File: config.mk
export PLATFORM = sky130hd
export DESIGN_NAME = varredor_load_aste
export DESIGN_NICKNAME = d
export VERILOG_FILES = /design/src/rtl/varredor_load_aste.sv
export SDC_FILE = /design/constraint.sdc
export NUM_CORES = 1
export LEC_CHECK = 0
export ABC_AREA = 1
export BUFFER_PORTS_ARGS = -buffer_cell sky130_fd_sc_hd__buf_2
export CORE_MARGIN = 3
export CORE_UTILIZATION = 35
export DETAILED_ROUTE_END_ITERATION = 7
export SYNTH_ARGS = -nofsm -noshare
export SYNTH_HDL_FRONTEND = slang
export SYNTH_SLANG_ARGS = --single-unit
File: constraint.sdc
create_clock -name clk -period 1.61 [get_ports clk]
set_clock_uncertainty 0.15 [all_clocks]
set_input_delay 0.161 -clock clk [delete_from_list [all_inputs] [get_ports clk]]
set_output_delay 0.161 -clock clk [all_outputs]
set_load 0.02 [all_outputs]
File: src/rtl/varredor_load_aste.sv
// -----------------------------------------------------------------------------
// varredor_load_aste
//   Sweep controller for the 16x2 asteroid-load RAM. It is the only driver of
//   the RAM write port. Each start pulse walks every slot, reads its 2-bit
//   state and writes back the next state:
//     00 empty (kept), 01 active (kept, counted), 10 pending -> 01 (load),
//     11 destroyed -> 00.
//   The per-sweep active and load totals are published to the game FSM.
//
//   Optional feature macro: LOAD_LIMIT_EN
//     When it is defined, at most MAX_LOADS pending slots are promoted per
//     sweep. Any further 10 slots stay at 10 and are promoted by a later sweep.
//
// Ports
//   clk           rising-edge clock, shared with the RAM
//   reset_n       asynchronous active-low reset
//   start         one-cycle sweep request (ignored while busy)
//   mem_q         RAM read data, valid the cycle after mem_addr
//   mem_addr      RAM address
//   mem_we        RAM write enable
//   mem_data      RAM write data
//   busy          high from the cycle after start until done
//   done          one-cycle pulse at sweep end
//   load_pulse    one-cycle pulse when a slot is promoted 10->01
//   load_slot     index of the promoted slot, valid with load_pulse
//   active_count  slots left at 01 after the last sweep
//   load_count    promotions performed in the last sweep
// -----------------------------------------------------------------------------
module varredor_load_aste #(
   parameter int N_SLOTS   = 16,
   parameter int ADDR_W    = 4,
   parameter int MAX_LOADS = 4
) (
   input  logic              clk,
   input  logic              reset_n,
   input  logic              start,
   input  logic [1:0]        mem_q,
   output logic [ADDR_W-1:0] mem_addr,
   output logic              mem_we,
   output logic [1:0]        mem_data,
   output logic              busy,
   output logic              done,
   output logic              load_pulse,
   output logic [ADDR_W-1:0] load_slot,
   output logic [4:0]        active_count,
   output logic [4:0]        load_count
);

   // The counters are 5 bits wide, so the slot count must fit in 0..31.
   if ((N_SLOTS < 1) || (N_SLOTS > (2 ** ADDR_W)) || (N_SLOTS > 31) ||
       (MAX_LOADS < 1) || (MAX_LOADS > 31)) begin : g_param_check
      $error("varredor_load_aste: illegal parameter combination");
   end

   localparam logic [ADDR_W-1:0] LAST_IDX_C = ADDR_W'(N_SLOTS - 1);

   typedef enum logic [1:0] {
      ST_IDLE = 2'd0,
      ST_ADDR = 2'd1,
      ST_EVAL = 2'd2,
      ST_DONE = 2'd3
   } state_t;

   state_t            state_r;
   logic [ADDR_W-1:0] index_r;
   logic [4:0]        run_load_r;
   logic [4:0]        run_active_r;
   logic [4:0]        active_count_r;
   logic [4:0]        load_count_r;
   logic              busy_r;
   logic              done_r;

   logic              limit_s;
   logic              promote_s;
   logic              clear_s;
   logic              active_s;

`ifdef LOAD_LIMIT_EN
   assign limit_s = (run_load_r == 5'(MAX_LOADS));
`else
   assign limit_s = 1'b0;
`endif

   // Slot action decode. It is valid only in EVAL, when mem_q holds the slot's data.
   always_comb begin
      promote_s = 1'b0;
      clear_s   = 1'b0;
      active_s  = 1'b0;
      if (state_r == ST_EVAL) begin
         case (mem_q)
            2'b10: begin
               if (limit_s) begin
                  promote_s = 1'b0;
               end else begin
                  promote_s = 1'b1;
               end
            end
            2'b11:   clear_s  = 1'b1;
            2'b01:   active_s = 1'b1;
            2'b00:   active_s = 1'b0;
            default: active_s = 1'b0;
         endcase
      end else begin
         promote_s = 1'b0;
      end
   end

   // The write-back and the load report must fall in the EVAL cycle, because
   // the slot's read data only arrives in that cycle. They are therefore
   // decoded from the registered state and index.
   assign mem_addr     = index_r;
   assign mem_we       = promote_s | clear_s;
   assign mem_data     = promote_s ? 2'b01 : 2'b00;
   assign load_pulse   = promote_s;
   assign load_slot    = promote_s ? index_r : {ADDR_W{1'b0}};
   assign busy         = busy_r;
   assign done         = done_r;
   assign active_count = active_count_r;
   assign load_count   = load_count_r;

   // Sweep FSM with the running counters and the published results.
   always_ff @(posedge clk or negedge reset_n) begin
      if (!reset_n) begin
         state_r        <= ST_IDLE;
         index_r        <= {ADDR_W{1'b0}};
         run_load_r     <= 5'd0;
         run_active_r   <= 5'd0;
         active_count_r <= 5'd0;
         load_count_r   <= 5'd0;
         busy_r         <= 1'b0;
         done_r         <= 1'b0;
      end else begin
         done_r <= 1'b0;
         case (state_r)
            ST_IDLE: begin
               if (start) begin
                  run_load_r   <= 5'd0;
                  run_active_r <= 5'd0;
                  index_r      <= {ADDR_W{1'b0}};
                  busy_r       <= 1'b1;
                  state_r      <= ST_ADDR;
               end
            end
            ST_ADDR: begin
               state_r <= ST_EVAL;
            end
            ST_EVAL: begin
               run_load_r   <= run_load_r + {4'd0, promote_s};
               run_active_r <= run_active_r + {4'd0, (promote_s | active_s)};
               if (index_r == LAST_IDX_C) begin
                  // Return the address to 0 so that IDLE presents slot 0.
                  index_r <= {ADDR_W{1'b0}};
                  state_r <= ST_DONE;
               end else begin
                  index_r <= index_r + {{(ADDR_W-1){1'b0}}, 1'b1};
                  state_r <= ST_ADDR;
               end
            end
            ST_DONE: begin
               // done rises on the edge that leaves DONE, so it is seen
               // 2*N_SLOTS+1 cycles after the start edge. start is not
               // sampled in this state.
               done_r         <= 1'b1;
               busy_r         <= 1'b0;
               active_count_r <= run_active_r;
               load_count_r   <= run_load_r;
               state_r        <= ST_IDLE;
            end
            default: begin
               busy_r  <= 1'b0;
               index_r <= {ADDR_W{1'b0}};
               state_r <= ST_IDLE;
            end
         endcase
      end
   end

endmodule

## Word-level counts from Yosys, hierarchy flattened

Cells that the tools add are included.

- Reduce and logical (&&, ||, !) cells: 5
- $add $sub $neg: 3
- Equality and inequality tests: 8
- Bitwise operators: 2
- Muxes and demuxes: 20

Operators by type and width:

| cell | count |
|---|---|
| $pmux 5 s2 | 2 |
| $mux 4 | 3 |
| $add 5x1->5 | 2 |
| $mux 1 | 9 |
| $eq 2x2->1 const B | 4 |
| $pmux 2 s4 | 1 |
| $pmux 4 s2 | 1 |
| $mux 5 | 1 |
| $add 4x1->4 const B | 1 |
| $eq 2x1->1 const B | 2 |
| $eq 4x4->1 const B | 1 |
| $mux 2 | 2 |
| $reduce_and 2->1 | 2 |
| $reduce_bool 2->1 | 2 |
| $logic_not 2->1 | 1 |
| $ne 2x2->1 const B | 1 |
| $or 1x1->1 | 2 |
| $pmux 1 s2 | 1 |

- Word-level logic and storage cells: 46
- Register bits after elaboration: 28
- Output and inout port bits: 24

## Logic depth before layout (Yosys ltp)

Gate-level depths: netlist (run 1).

- Word-level depth: 6
- Mapped depth: 11
- Mapped depth without buffers: 10

## Worst setup path before layout (run 1)

Ideal clock, no wire load.

- Path type: reg2reg
- Start: register state_r[1]
- End: register run_load_r[4]
- Arrival time: 1516 ps
- Period minus slack after synthesis: 1783 ps
- Cell stages (with the launch flop): 10
- Slack: -173 ps
- Setup time: 117 ps
- Buffers on the path: 0
- Cells stage by stage: dfrtp_1 inv_2 nor2_4 nand2_1 inv_1 ha_1 ha_1 nand4_1 nand3_1 nand2_1

- Cells in the longest elaborated chain, start to end: 4
- Elaborated cells between the ends (all ways): 8
- Those cells by class: 1 x add/sub; 2 x eq/ne; 2 x mux; 3 x reduce/logical

Ends and longest elaborated chain:

| what | RTL line | RTL |
|---|---|---|
| start: declaration | 64 | `state_t state_r;` |
| start signal: assignment | 124 | `state_r <= ST_IDLE;` |
| start signal: assignment | 141 | `state_r <= ST_ADDR;` |
| start signal: assignment | 145 | `state_r <= ST_EVAL;` |
| $eq 2x2->1 | 89 | `if (state_r == ST_EVAL) begin` |
| $mux 1 | 89 |  |
| named net load_pulse | 43 | `output logic load_pulse,` |
| $add 5x1->5 | 148 | `run_load_r <= run_load_r + {4'd0, promote_s};` |
| $pmux 5 s2 | 134 | `case (state_r)` |
| end signal: assignment | 148 |  |
| end: declaration | 66 | `logic [4:0] run_load_r;` |

The timed path passes the listed nets, and every way through them passes these cells.
A chain may end at the register's enable or synchronous reset.

## Final worst setup path (run 1)

- Start: register state_r[1]
- End: output load_slot[2]

- Cells in the longest elaborated chain, start to end: 3

Ends and longest elaborated chain:

| what | RTL line | RTL |
|---|---|---|
| $eq 2x2->1 | 89 |  |
| $mux 1 | 89 |  |
| $mux 4 | 115 | `assign load_slot = promote_s ? index_r : {ADDR_W{1'b0}};` |
| end: declaration | 44 | `output logic [ADDR_W-1:0] load_slot,` |

Every way passes these cells.

==> flow_metrics.py, run 1 <==
metrics = {
    "drt": {
        "ant_nets": 0,
        "drt_iter0_drc": 63,
        "vias": 1106,
        "route.detailed.drc": 0,
        "detail_route.wl_per_cell_um": 12.62,
        "routed_wl_um": 2979,
        "via_per_inst": 4.686,
        "first_pass_iters": 4,
    },
    "grt": {
        "grt_pass1_vias": 1154,
        "grt_antenna_before_repair": 0,
        "grt_usage_pct": 13.41,
        "grt_overflow": 0,
        "grt_pass1_wl_um": 5223,
        "grt_max_degree": 29,
    },
    "final_layout": {
        "drive_gt1_share_pct": 41.49,
        "n_antenna_cell": 0,
        "fin_area_um2": 1867,
        "n_fill_cell": 347,
        "regArea_um2": 700.7,
        "fin_nets": 199,
        "syn_to_final_growth_pct": 32.04,
        "final_util_pct": 49.50,
        "multi_input_area_um2": 696.9,
    },
    "synth": {
        "synth_edf_count": 0,
        "ys_types": 19,
        "synthesis.area_um2": 1414,
        "synth_area_leaders": "dfrtp_1, nand2_1, o21ai_2",
        "synth_most_common_cell": "nand2_1",
        "yosys.area.top_type": "dfrtp_1",
        "synth_seq_cells": 28,
        "yosysSeqAreaShare_pct": 49.56,
        "syn_avg_cell_area_um2": 9.181,
        "synth_fp_nets": 164,
        "synthArstFlopShare_pct": 100.0,
        "yosysWarnings": 0,
        "synth.top_cell.area_share_pct": 49.56,
        "synth_flop_cell": "dfrtp_1",
        "synthCells": 154,
        "synth_commonest_cells": "nand2_1, dfrtp_1, nand3_1",
    },
    "clock_tree": {
        "insertion_delay_ns": 0.28,
        "tritoncts": "done",
        "cts_sinks": 28,
        "clockRootBuffer": "clkbuf_8",
        "cts_buffers": 3,
        "clkTransAtPathRegs_ns": 0.10,
        "clk_path_buf_depth": 2,
        "htreeDepth": 1,
    },
    "setup_path": {
        "critPathLaunch": "state_r[1]",
        "required_ns": 1.30,
        "critPathArrivalTime_ns": 1.32,
        "r2r_start": "state_r[1]",
        "critPathLaunchType": "flip-flop",
        "cp-end-kind": "output port",
        "r2r_slack_ns": 0.01,
        "critPathKind": "flip-flop to output port",
        "crit_path_max_fanout": 4,
    },
    "pwr": {
        "p_leak_nw": 0.9526,
        "ir_worst_vdd_v": 0.0007715,
        "p_total_mw": 3.606,
        "pwr_density_cell_nw_per_um2": 1932,
    },
    "placed_design": {
        "hpwl_um": 2107,
        "place_area_um2": 1658,
        "portBuffers": 27,
        "gp_congestion": 0.7812,
    },
    "status": {
        "violations": "setup timing",
        "status": "finished with violations",
    },
    "die": {
        "core_area_um2": 3771,
        "rows": 22,
        "start_util_pct": 37.49,
        "die_width_um": 69.56,
        "die_area_um2": 4838,
        "ioPinCount": 29,
        "die_h_um": 69.56,
    },
    "sta": {
        "drv_slew": 0,
        "finalCritPeriodShare_pct": 101.4,
        "finalHoldViolCount": 0,
        "period_needed_ns": 1.633,
        "slew_headroom_pct": 57.59,
        "finalSetupViolations": 4,
        "fmax_mhz": 612.5,
        "worst_pin_slew_ns": 0.6362,
        "setup_ws_ns": -0.02265,
        "grt_setup_unrepaired": "yes",
    },
    "min_path": {
        "hold_path.class": "primary input to flip-flop",
        "holdCritStartpoint": "start",
    },
    "run": {
        "drv_cap": 0,
    },
}
==> area by class of cell <==
cell class	count	area share [%]
Inverter	18	3.753
Timing Repair Buffer	38	14.34
Clock inverter	1	1.609
Multi-Input combinational cell	100	37.33
Sequential cell	28	37.53
Clock buffer	3	2.212
Tap cell	48	3.217
==> through the flow <==
stage          hold slack, ns  setup slack (ns)  std cells  TNS [ns]
2_1_floorplan         -0.2846          -0.04220        154  -0.08503
3_3_place_gp          0.06579            0.1021        227         0
3_5_place_dp          0.08280           0.02426        227         0
4_1_cts                0.1058          -0.01686        235  -0.01710
5_1_grt                0.1406           -0.1135        236   -0.5736
6_report               0.1090          -0.02265        236  -0.04089
==> timing repair <==
action | CTS | global route
gates resized for setup | 10 | 14
setup buffers | 3 | 1
hold buffers | 1 | 0
endpoints found under the hold margin | 28 | 0
pin swaps | 2 | 5
setup endpoints to repair | 5 | 11
==> state kept, by name (all words and copies together) (netlist names) <==
name and flops:
run_active_r 5, state_r 2, mem_addr 4, active_count 5
busy 1, done 1, run_load_r 5, load_count 5
==> layout by cell type (no fill, tap or decap), types with 2 or more instances in the layout <==
cell and instances:
nor2_1 2, nand4_1 5, buf_6 6, buf_2 22, buf_4 8, nand2_1 34, o21ai_0 3, clkbuf_8 3
o21ai_2 15, inv_1 14, nor2_4 5, nand2_4 5, nand3_1 19, inv_2 3, dfrtp_1 28, ha_4 4
==> path summary, 6_finish.rpt <==
check                                  endpoint  cells past startpoint
worst max-delay path               load_slot[2]                      6
worst min-delay path            run_active_r[3]                      4
worst max register to register  run_active_r[4]                     11
worst min register to register    load_count[2]                      2
max in group asynchronous         load_count[0]                      2
min in group asynchronous       active_count[0]                      2
==> critical path, stage by stage (launching register included) <==
cell	delay, ns
dfrtp_1	0.37
inv_2	0.05
nor2_4	0.16
nand2_4	0.10
buf_6	0.15
nor2_4	0.09
buf_6	0.12
==> where the power goes <==
part / internal [mW] / total (mW) / leakage, nW / switching (mW)
sequential: 0.938 / 1.18 / 0.364 / 0.240
combinational: 0.782 / 1.86 / 0.553 / 1.08
clock: 0.333 / 0.565 / 0.0357 / 0.232
==> cells by family after synthesis <==
family | Yosys count | synth area share [%]
AO/OA/AOI/OAI | 19 | 10.71
XOR/XNOR | 2 | 1.239
flip-flops | 28 | 49.56
AND/OR/NAND/NOR | 73 | 24.34
other | 1 | 0.2652
adder cells (fa/ha/maj) | 5 | 4.425
buffers and inverters | 26 | 9.468
==> layer usage <==
layer / up-vias / part of all wire [%] / global-route usage (%)
met2: 16 / 52 / 23.73
li1: 567 / - / -
met4: 0 / 2.5 / 5.423
met3: 7 / 2.9 / 2.319
met5: - / 0 / 0
met1: 516 / 42 / 15.95
Note: power is estimated with default switching activity, not from simulation.
==> inputs of run 2 (changes only) <==
CELL_PAD_IN_SITES_DETAIL_PLACEMENT = 0   (was default)
CELL_PAD_IN_SITES_GLOBAL_PLACEMENT = 1   (was default)
CTS_BUF_LIST = sky130_fd_sc_hd__clkbuf_8   (was default)
PLACE_DENSITY_LB_ADDON = 0.1   (was default)
==> run 2 against run 1 <==
The run now ends clean. Design area is 4.7% lower. Via count is 1.7% lower. Total power is 5.7% lower. Flip-flop and latch count stayed put. Sequential share of layout area is 1.8 points higher. Critical endpoint is now run_active_r[4].
==> flow_metrics.py, run 2 (synthesis gave the netlist of run 1 again) <==
metrics = {
    "pwr": {
        "swShare_pct": 43.02,
        "p_total_mw": 3.402,
        "combPwrFrac_pct": 49.0,
        "p_int_mw": 1.938,
        "clockPowerShare_pct": 16.4,
        "p_sw_mw": 1.464,
        "power_frac_seq_pct": 34.6,
        "pwr_density_cell_nw_per_um2": 1912,
        "ir_worst_vdd_v": 0.0007882,
        "p_leak_nw": 0.9304,
    },
    "final_layout": {
        "drive_gt1_share_pct": 38.50,
        "n_antenna_cell": 0,
        "syn_to_final_growth_pct": 25.84,
        "final_common_cell": "nand2_1",
        "fin_nets": 198,
        "final_cell_mix": "nand2_1, dfrtp_1, buf_2",
        "fin_area_um2": 1779,
    },
    "grt": {
        "grt_overflow": 0,
        "grt_usage_pct": 13.62,
        "grt_pass1_wl_um": 5326,
        "grt_pass1_vias": 1168,
        "grt_antenna_before_repair": 0,
        "grt_max_degree": 29,
    },
    "sta": {
        "finalSetupViolations": 0,
        "grt_setup_unrepaired": "yes",
        "fmax_mhz": 625.9,
        "finalCritPeriodShare_pct": 99.24,
        "finalHoldViolCount": 0,
        "drv_slew": 0,
        "slew_headroom_pct": 57.82,
        "setup_ws_ns": 0.01223,
        "period_needed_ns": 1.598,
        "worst_pin_slew_ns": 0.6327,
    },
    "die": {
        "die_width_um": 69.56,
        "core_area_um2": 3771,
        "die_area_um2": 4838,
        "rows": 22,
        "start_util_pct": 37.49,
        "die_h_um": 69.56,
        "ioPinCount": 29,
    },
    "run": {
        "drv_cap": 0,
    },
    "drt": {
        "routed_wl_um": 2911,
        "top_layer": "met4",
        "met1Wirelength_um": 1354,
        "ant_nets": 0,
        "routed-wl-met3_um": 97,
        "vias": 1087,
        "route.detailed.drc": 0,
        "via_per_inst": 4.626,
        "wl_met2_um": 1440,
        "drt_iter0_drc": 29,
        "detail_route.wl_per_cell_um": 12.39,
        "first_pass_iters": 4,
    },
    "min_path": {
        "hold_path.class": "primary input to flip-flop",
        "hold_depth": 4,
    },
    "clock_tree": {
        "cts_buffers": 3,
        "clkTransAtPathRegs_ns": 0.10,
        "htreeDepth": 1,
        "clk_path_buf_depth": 2,
        "tritoncts": "done",
        "insertion_delay_ns": 0.27,
        "cts_sinks": 28,
        "clockRootBuffer": "clkbuf_8",
    },
    "setup_path": {
        "cp-end-kind": "flip-flop",
        "crit_path_max_fanout": 6,
        "critPathLaunchType": "flip-flop",
        "critPathKind": "flip-flop to flip-flop",
        "reg2reg_depth": 10,
        "critPathArrivalTime_ns": 1.66,
        "required_ns": 1.68,
    },
    "placed_design": {
        "place_area_um2": 1645,
        "portBuffers": 27,
        "hpwl_um": 2141,
        "gp_congestion": 0.7754,
        "dpl_worst_slack_ns": 0.01603,
    },
    "status": {
        "status": "finished, final reports clean",
    },
}
## run 2: critical path: stages (launching register included)
cell     delay [ns]
dfrtp_1        0.37
inv_2          0.06
nor2_4         0.17
nand2_4        0.10
nand2_2        0.10
ha_4           0.16
ha_4           0.15
nand3_1        0.07
nand2_1        0.07
nand3_1        0.07
nand2_1        0.06
## run 2: path summary, 6_finish.rpt
check / start / end / slack [ns]
max reg2reg: state_r[1] / run_active_r[4] / 0.01
min in group asynchronous: reset_n / load_count[3] / 0.27
max in group asynchronous: reset_n / run_active_r[3] / 0.62
min: start / run_load_r[3] / 0.12
min reg2reg: load_count[2] / load_count[2] / 0.33
max: state_r[1] / run_active_r[4] / 0.01
## run 2: layout make-up
cell class	count	area (um^2)
fillers	384	1992
inverters	18	72.57
clock buffers	3	41.29
clock inverters	1	30.03
well taps	48	60.06
flip-flops and latches	28	700.7
repair buffers	37	225.2
multi-input cells	100	649.4
## run 2: power groups by stage
stage | sequential (mW) | combinational, mW | clock [mW]
finish | 1.18 | 1.67 | 0.556
global route | 1.22 | 1.88 | 0.621
CTS | 1.17 | 1.65 | 0.582
detailed placement | 1.18 | 1.60 | 0
global placement | 1.17 | 1.58 | 0
floorplan | 1.28 | 1.11 | 0
## run 2: through the flow
stage | hold WS [ns] | instances | utilization (%) | TNS [ns]
finish | 0.1155 | 235 | 47.18 | 0
global route | 0.1175 | 235 | 47.18 | -0.2662
CTS | 0.1162 | 233 | 46.32 | 0
detailed placement | 0.07748 | 227 | 43.63 | 0
global placement | 0.06941 | 227 | 43.63 | 0
floorplan | -0.2846 | 154 | - | -0.08503
## run 2: metal layers
| metal | vias up | global-route usage (%) |
|---|---|---|
| li1 | 561 | - |
| met1 | 511 | 17.34 |
| met4 | 0 | 4.555 |
| met2 | 13 | 22.78 |
| met3 | 2 | 3.043 |
| met5 | - | 0 |
## run 2: repair_timing
| item | CTS | global route |
|---|---|---|
| hold buffers | 1 | 0 |
| hold endpoints to repair | 28 | 0 |
| endpoints found under the setup margin | 3 | 11 |
| pin swaps | 2 | 2 |
| gates resized for setup | 2 | 6 |
| buffers inserted | 1 | 2 |
